===== src/rtl/audio_pkg.sv =====
// Shared constants and types for the I2S audio serial path.
package audio_pkg;

    localparam int unsigned CNT_W    = 10;
    localparam int unsigned MCLK_BIT = 1;
    localparam int unsigned SCK_BIT  = 3;
    localparam int unsigned LRCK_BIT = 9;
    localparam int unsigned PHASE_W  = 4;
    localparam int unsigned SLOT_LSB = 4;
    localparam int unsigned SLOT_W   = 5;
    localparam int unsigned LEVEL_W  = 5;
    localparam int unsigned LEVEL_SHIFT = 6;

    localparam logic [PHASE_W-1:0] SAMPLE_PHASE = 4'd7;

    typedef enum logic [1:0] {
        CAP_IDLE = 2'd0,
        CAP_ARM  = 2'd1,
        CAP_RUN  = 2'd2
    } cap_state_e;

endpackage


===== src/rtl/i2s_clk_gen.sv =====
// Free-running frame counter and registered MCLK/SCK/LRCK derived from it.
module i2s_clk_gen
    import audio_pkg::*;
(
    input  logic             clk,
    input  logic             rst,
    output logic [CNT_W-1:0] cnt,
    output logic             audio_mclk,
    output logic             audio_sck,
    output logic             audio_lrck
);

    logic [CNT_W-1:0] cnt_nxt;

    assign cnt_nxt = cnt + CNT_W'(1);

    // Clock outputs take the next count so they stay bit-aligned with cnt.
    always_ff @(posedge clk or negedge rst) begin
        if (!rst) begin
            cnt        <= '0;
            audio_mclk <= 1'b0;
            audio_sck  <= 1'b0;
            audio_lrck <= 1'b0;
        end else begin
            cnt        <= cnt_nxt;
            audio_mclk <= cnt_nxt[MCLK_BIT];
            audio_sck  <= cnt_nxt[SCK_BIT];
            audio_lrck <= cnt_nxt[LRCK_BIT];
        end
    end

endmodule


===== src/rtl/i2s_line_in.sv =====
// I2S master receiver: captures left/right ADC samples and a peak-level meter.
module i2s_line_in
    import audio_pkg::*;
#(
    parameter int unsigned DATA_W = 16
) (
    input  logic              clk,
    input  logic              rst,
    input  logic              en,
    output logic              audio_mclk,
    output logic              audio_lrck,
    output logic              audio_sck,
    input  logic              audio_sdout,
    output logic [DATA_W-1:0] sample_left,
    output logic [DATA_W-1:0] sample_right,
    output logic              sample_valid,
    output logic [LEVEL_W-1:0] led_level
);

    localparam logic [DATA_W-1:0] NEG_FULL = {1'b1, {(DATA_W-1){1'b0}}};
    localparam logic [DATA_W-1:0] MAG_MAX  = {1'b0, {(DATA_W-1){1'b1}}};

    logic [CNT_W-1:0]   cnt;
    logic [SLOT_W-1:0]  slot;
    logic               sample_pt;
    logic               frame_end;
    logic               in_slot;
    logic               last_slot;
    logic               shift_en;
    logic               sd_q;
    logic [DATA_W-1:0]  shift_q;
    logic [DATA_W-1:0]  left_hold;
    logic [DATA_W-1:0]  cap_word;
    logic [DATA_W-1:0]  mag_l;
    logic [DATA_W-1:0]  mag_r;
    logic [DATA_W-1:0]  mag;
    logic [LEVEL_W-1:0] level_c;
    logic               capture;
    cap_state_e         state, state_nxt;

    i2s_clk_gen u_clk_gen (
        .clk        (clk),
        .rst        (rst),
        .cnt        (cnt),
        .audio_mclk (audio_mclk),
        .audio_sck  (audio_sck),
        .audio_lrck (audio_lrck)
    );

    assign slot      = cnt[SLOT_LSB +: SLOT_W];
    assign sample_pt = (cnt[PHASE_W-1:0] == SAMPLE_PHASE);
    assign frame_end = (cnt == {CNT_W{1'b1}});
    assign in_slot   = (slot != '0) && (slot <= SLOT_W'(DATA_W));
    assign last_slot = (slot == SLOT_W'(DATA_W));
    assign shift_en  = capture && sample_pt && in_slot;
    assign cap_word  = {shift_q[DATA_W-2:0], sd_q};

    function automatic logic [DATA_W-1:0] sat_abs(input logic [DATA_W-1:0] x);
        if (!x[DATA_W-1]) return x;
        if (x == NEG_FULL) return MAG_MAX;
        return DATA_W'(-x);
    endfunction

    // Thresholds rise monotonically, so the per-threshold bits form a thermometer.
    always_comb begin
        mag_l   = sat_abs(left_hold);
        mag_r   = sat_abs(cap_word);
        mag     = (mag_l > mag_r) ? mag_l : mag_r;
        level_c = '0;
        for (int k = 0; k < int'(LEVEL_W); k++) begin
            level_c[k] = (mag >= (DATA_W'(1) << (DATA_W - LEVEL_SHIFT + k)));
        end
    end

    always_ff @(posedge clk or negedge rst) begin
        if (!rst) state <= CAP_IDLE;
        else      state <= state_nxt;
    end

    // Capture only starts on a frame boundary and stops as soon as en drops.
    always_comb begin
        state_nxt = state;
        capture   = 1'b0;
        case (state)
            CAP_IDLE: if (en) state_nxt = CAP_ARM;
            CAP_ARM: begin
                if (!en)            state_nxt = CAP_IDLE;
                else if (frame_end) state_nxt = CAP_RUN;
            end
            CAP_RUN: begin
                if (!en) state_nxt = CAP_IDLE;
                else     capture   = 1'b1;
            end
            default: state_nxt = CAP_IDLE;
        endcase
    end

    always_ff @(posedge clk or negedge rst) begin
        if (!rst) begin
            sd_q         <= 1'b0;
            shift_q      <= '0;
            left_hold    <= '0;
            sample_left  <= '0;
            sample_right <= '0;
            sample_valid <= 1'b0;
            led_level    <= '0;
        end else begin
            sd_q         <= audio_sdout;
            sample_valid <= 1'b0;
            if (shift_en) begin
                shift_q <= cap_word;
                if (last_slot) begin
                    if (!cnt[LRCK_BIT]) begin
                        left_hold <= cap_word;
                    end else begin
                        sample_left  <= left_hold;
                        sample_right <= cap_word;
                        sample_valid <= 1'b1;
                        led_level    <= level_c;
                    end
                end
            end
        end
    end

endmodule


===== config.mk =====
export PLATFORM = sky130hd
export DESIGN_NAME = i2s_line_in
export DESIGN_NICKNAME = d
export VERILOG_FILES = /design/src/rtl/audio_pkg.sv /design/src/rtl/i2s_clk_gen.sv /design/src/rtl/i2s_line_in.sv
export SDC_FILE = /design/constraint.sdc
export NUM_CORES = 1
export LEC_CHECK = 0
export ABC_CLOCK_PERIOD_IN_PS = 9900
export CORE_UTILIZATION = 50
export DETAILED_ROUTE_END_ITERATION = 6
export GPL_ROUTABILITY_DRIVEN = 0
export GPL_TIMING_DRIVEN = 0
export PLACE_DENSITY = 0.79
export SKIP_LAST_GASP = 1
export SLEW_MARGIN = 5
export SYNTH_ARGS = -nofsm -noshare
export SYNTH_HDL_FRONTEND = slang
export SYNTH_SLANG_ARGS = --single-unit

===== constraint.sdc =====
create_clock -name clk -period 9.9 [get_ports clk]
set_input_delay 1.98 -clock clk [delete_from_list [all_inputs] [get_ports clk]]
set_output_delay 1.98 -clock clk [all_outputs]
set_load 0.01 [all_outputs]

Word level (Yosys, flattened, before mapping)
Cells that the tools add are included.
Operators by class
  add/subtract/negate cells: 3
  magnitude comparators: 7
  equality and inequality tests: 10
  mux-type cells: 23
  bitwise logic cells: 1
  reduce and logical (&&, ||, !) cells: 8
Operators by type and width (count)
  2-to-1 mux 16 bit: 9
  == test 16 bit, second input constant: 2
  negation 16 bit: 2
  >= comparator 16 x 11 -> 1 bit, second input constant: 1
  >= comparator 16 x 12 -> 1 bit, second input constant: 1
  >= comparator 16 x 13 -> 1 bit, second input constant: 1
  >= comparator 16 x 14 -> 1 bit, second input constant: 1
  >= comparator 16 x 15 -> 1 bit, second input constant: 1
  greater-than comparator 16 bit: 1
  adder 10 x 1 -> 10 bit, second input constant: 1
  == test 10 bit, second input constant: 1
  2-to-1 mux 1 bit: 9
  AND reduction 3 bit: 3
  2-to-1 mux 2 bit: 4
  case mux 2 bit (3 select lines): 1
  == test 5 bit, second input constant: 1
  less-or-equal comparator 5 bit, second input constant: 1
  nonzero test 5 bit: 1
  == test 4 x 3 -> 1 bit, second input constant: 1
  != test 2 bit, second input constant: 2
  logical AND 1 bit: 3
  != test 3 bit, second input constant: 1
  == test 2 x 1 -> 1 bit, second input constant: 1
  == test 2 bit, second input constant: 1
  2 further kinds: 2
Storage, ports and cells
  bits in registers: 85
  input port bits: 4
  logic and storage cells: 64

Longest topological paths before layout
  word-level depth: 8
  depth in mapped cells: 16
  depth with buffers taken out: 15

Modules after synthesis
Synthesis repeated with hierarchy kept, for this count alone.
Second synthesis, totals
  cell total of the unflattened synthesis: 525
  area, all modules: 4770.8 um2
By module, submodules not included
  i2s_line_in: times used 1, cells each 488, area an instance 4334.2 um2, seq. area each 1801.7 um2
  i2s_clk_gen: times used 1, cells each 37, area an instance 436.7 um2, seq. area each 250.2 um2

Least setup slack after synthesis
OpenSTA, ideal clock, no wires.
  path kind: input -> register
  start point: in en
  end point: reg left_hold[10]
  library setup time: 0.125 ns
  data arrival time: 3.462 ns
  path slack: 6.313 ns
  stages on the path: 7
  buffers on the path: 3
  path through: nand4b_1 or2_1 buf_6 or4_1 buf_4 buf_6 mux2_4
On the way
  cells in the longest elaborated chain, start to end: 5
RTL lines
  from (decl): line i2s_line_in.sv:9  | input logic en,
  2-to-1 mux 1 bit: line i2s_line_in.sv:91  | if (!en) state_nxt = CAP_IDLE;
  2-to-1 mux 1 bit: line i2s_line_in.sv:84  | case (state)
  logical AND 1 bit (2 in a row): line i2s_line_in.sv:55  | assign shift_en = capture && sample_pt && in_slot;
  AND reduction 3 bit (no source line)
  to (signal assigned): line i2s_line_in.sv:114  | left_hold <= cap_word;
  to (decl): line i2s_line_in.sv:32  | logic [DATA_W-1:0] left_hold;
Every way passes these cells.
A chain may end at the register's enable or synchronous reset.

Worst setup path after layout
  start point: reg sd_q
  end point: reg led_level[0]
On the way
  cells in the longest elaborated chain, start to end: 8
RTL lines
  from (decl): line i2s_line_in.sv:30  | logic sd_q;
  from (signal assigned): line i2s_line_in.sv:108  | sd_q <= audio_sdout;
  parallel branches: the longest is 4 deep, another holds negation 16 bit
  2-to-1 mux 16 bit *: line i2s_line_in.sv:60  | if (x == NEG_FULL) return MAG_MAX;
  greater-than comparator 16 bit: line i2s_line_in.sv:68  | mag = (mag_l > mag_r) ? mag_l : mag_r;
  2-to-1 mux 16 bit *: line i2s_line_in.sv:68
  >= comparator 16 x 11 -> 1 bit *: line i2s_line_in.sv:71  | level_c[k] = (mag >= (DATA_W'(1) << (DATA_W - LEVEL_SHIFT + k)));
  to (signal assigned): line i2s_line_in.sv:119  | led_level <= level_c;
  to (decl): line i2s_line_in.sv:17  | output logic [LEVEL_W-1:0] led_level
Every way passes the cells marked *. The select of a mux whose other input is x is not followed.

==> impl_metrics.tcl <==
set metrics [dict create \
    final-setup-viol-count 0 \
    drtAntennaViolNets 0 \
    dp_slack_ns 5.60 \
    layout-drive-gt1-share 0.212 \
    powerDensity_nw_per_um2 113 \
    yosys-top-cells-area "dfrtp_1 44%, mux2_2 14%, ha_1 5.4%, xnor2_1 3.0%, nor2_1 2.5%" \
    core_area_um2 8850 \
    top_layer "met4" \
    ys_types 60 \
    cts_buffer_depth 2 \
    via_per_inst 5.82 \
    vdd_drop_max_mv 0.0820 \
    wl_met2_mm 4.91 \
    grt_use_total 0.218 \
    wl_met1_mm 4.44 \
    cts_resized 0 \
    ys_async_sr_fraction 1.00 \
    synth_cells 430 \
    ioPinCount 45 \
    grt_max_degree 48 \
    grt_pass1_vias 3426 \
    r2r_slack_ns 5.44 \
    hold_path_class "reg2reg" \
    rsz0062_at_grt "no" \
    critPathLaunchType "flip-flop" \
    antenna_cells 0 \
    worstHoldPathCells 1 \
    drt_iter0_drc 190 \
    routed_wirelength_mm 9.91 \
    min_period_ns 4.46 \
    synth_top_area_frac 0.444 \
    status "complete, no violations" \
    met3_length_um 451 \
    htreeDepth 3 \
    min-delay-start "state[1]" \
    finalClockSkew_ns 0.0127 \
    slew_headroom 0.470 \
    vias 3488 \
    syn_nets 454 \
    fp.dieH_um 98.2 \
    fmax_ghz 0.224 \
    regArea_um2 2050 \
    worstSkewPairLatency_ns 0.36 \
    start_util 0.523 \
    numCtsBuffers 9 \
    cts_tree "yes" \
    cts_setup_buffers 0 \
    grt_first_pass_wirelength_mm 16.7 \
    setup_slack_ns 5.44 \
    die_area_um2 9640 \
    detail_route.drc_violations 0 \
    yosysWarnings 0 \
    yosysTopAreaCell "dfrtp_1" \
    clk_pin_slew_worst_paths_ns 0.08 \
    cts_hold_buf 0 \
    synthToLayoutAreaGrowth_pct 17.7 \
    first_pass_iters 7 \
    multi_input_area_um2 2360 \
    worstPathRequired_ns 10.15 \
    drv_cap 0 \
    die_w_um 98.2 \
    timing.setup.tns_ns 0 \
    fin_util 0.615 \
    worstMarginPinSlew_ns 0.784 \
    r2r_cells 13 \
    finalHoldViolCount 0 \
    end_kind "flip-flop" \
    num_rows 34 \
    leakage_nw 2.60 \
    cts.sink_count 82 \
    antenna_found_initial 0 \
    r2r-start "sd_q" \
    synth-main-ff-cell "dfrtp_1" \
    fillCellCount 728 \
    cts-root-buf "clkbuf_8" \
    r2r-end "led_level[0]" \
    yosysSeqAreaShare 0.444 \
    final_nets 510 \
    synth-seq-cells 82 \
    fin_crit_sh 0.450 \
    crit_arrival_ns 4.70 \
    crit_type "reg2reg" \
    grt_overflow_total 0 \
    report.final.slew_viol_count 0 \
    hpwlAfterDp_mm 7.21 \
    portBuffers 44 \
    hold-path-endpoint "state[0]" \
    synth_edf_count 0 \
    wl_per_cell_um 16.5 \
    critPathMaxFanout 10 \
    synthesis.area_um2 4620 \
    avgSynthCellArea_um2 10.8 \
]
[logic make-up after synthesis]
kind of cell | share of synthesized area
AO/OA/AOI/OAI | 0.0963
adder cells (fa/ha/maj) | 0.0541
multiplexers | 0.160
AND/OR/NAND/NOR | 0.153
XOR/XNOR | 0.0473
buffers and inverters | 0.0449
flip-flops | 0.444
[cell usage after synthesis (6+ instances only)]
library cell / n
ha_1: 20
o21ai_0: 14
nor4_1: 7
xor2_1: 9
inv_1: 12
nand4_1: 8
dfrtp_1: 82
or4_1: 9
a21oi_1: 11
o31ai_1: 6
nand3_1: 11
mux2_2: 56
nor2_1: 31
buf_2: 10
xnor2_1: 16
mux2_4: 6
clkbuf_1: 18
nand2_1: 29
[worst max-delay path: stages (launching register included)]
cell and delay [ns]:
dfrtp_1 0.43, inv_1 0.13, ha_1 0.20, nor4b_1 0.66
nand2_1 0.34, nor3_2 0.57, nor2_1 0.15, ha_1 0.35
nand4_1 0.16, nor4_1 0.53, nor3_1 0.13, o21ai_0 0.32
a211oi_2 0.15, a311oi_1 0.23
[final cells by class]
class | instances | area share
Sequential cell | 82 | 0.377
Clock buffer | 11 | 0.0260
Timing Repair Buffer | 45 | 0.0855
Buffer | 33 | 0.0299
Clock inverter | 5 | 0.0142
Inverter | 12 | 0.00827
Multi-Input combinational cell | 303 | 0.434
Tap cell | 108 | 0.0248
[through the flow]
| step | area [um^2] | power [mW] | hold WS (ns) | cells |
|---|---|---|---|---|
| 2_1_floorplan | 4620 | 0.346 | 0.437 | 430 |
| 3_3_place_gp | 5200 | 0.355 | 0.453 | 582 |
| 3_5_place_dp | 5230 | 0.357 | 0.469 | 583 |
| 4_1_cts | 5440 | 0.623 | 0.482 | 599 |
| 5_1_grt | 5440 | 0.640 | 0.508 | 599 |
| 6_report | 5440 | 0.618 | 0.486 | 599 |
[power by group]
part           switching (mW)  total, mW  internal (mW)
combinational          0.0105     0.0148        0.00426
sequential           0.000445      0.335          0.335
clock                   0.119      0.267          0.148
total                   0.130      0.618          0.487
[layer usage]
layer / GRT usage / up-vias
met2: 0.365 / 93
met4: 0.0861 / 0
met1: 0.286 / 1719
li1: - / 1665
met3: 0.0329 / 11
met5: 0 / -
[cells in the final DEF (no fill, tap or decap), types with 4 or more instances in the layout]
master and n:
clkbuf_1 19, o31ai_1 6, o41ai_1 5, or3_1 4
inv_1 12, o21ai_0 14, nor2b_1 4, or4_1 9
nand3_1 11, dfrtp_1 82, nor2_1 31, nor4_1 7
a21oi_1 11, xnor2_1 16, nand4_1 8, clkdlybuf4s50_1 43
ha_1 20, buf_2 10, mux2_2 56, nor3_1 5
clkbuf_8 10, mux2_4 6, xor2_1 9, nand2_1 29
[how the worst max path moves through the flow]
stage                     from                   end  slack [ns]  depth (start not counted)
floorplan                   en         left_hold[10]        6.31                          7
global placement           rst  u_clk_gen.audio_lrck        4.08                          1
detailed placement  shift_q[0]          led_level[0]        5.60                         13
CTS                 shift_q[0]          led_level[0]        5.52                         13
global route              sd_q          led_level[1]        5.05                         13
finish                    sd_q          led_level[0]        5.44                         13
[state kept, by name, summed over array words and instances (netlist names)]
| register | flops |
|---|---|
| u_clk_gen.cnt | 9 |
| sample_right | 16 |
| left_hold | 16 |
| u_clk_gen.audio_lrck | 1 |
| state | 2 |
| sd_q | 1 |
| shift_q | 15 |
| led_level | 5 |
| sample_left | 16 |
| sample_valid | 1 |
No activity file was read; power rests on OpenSTA's default activity.
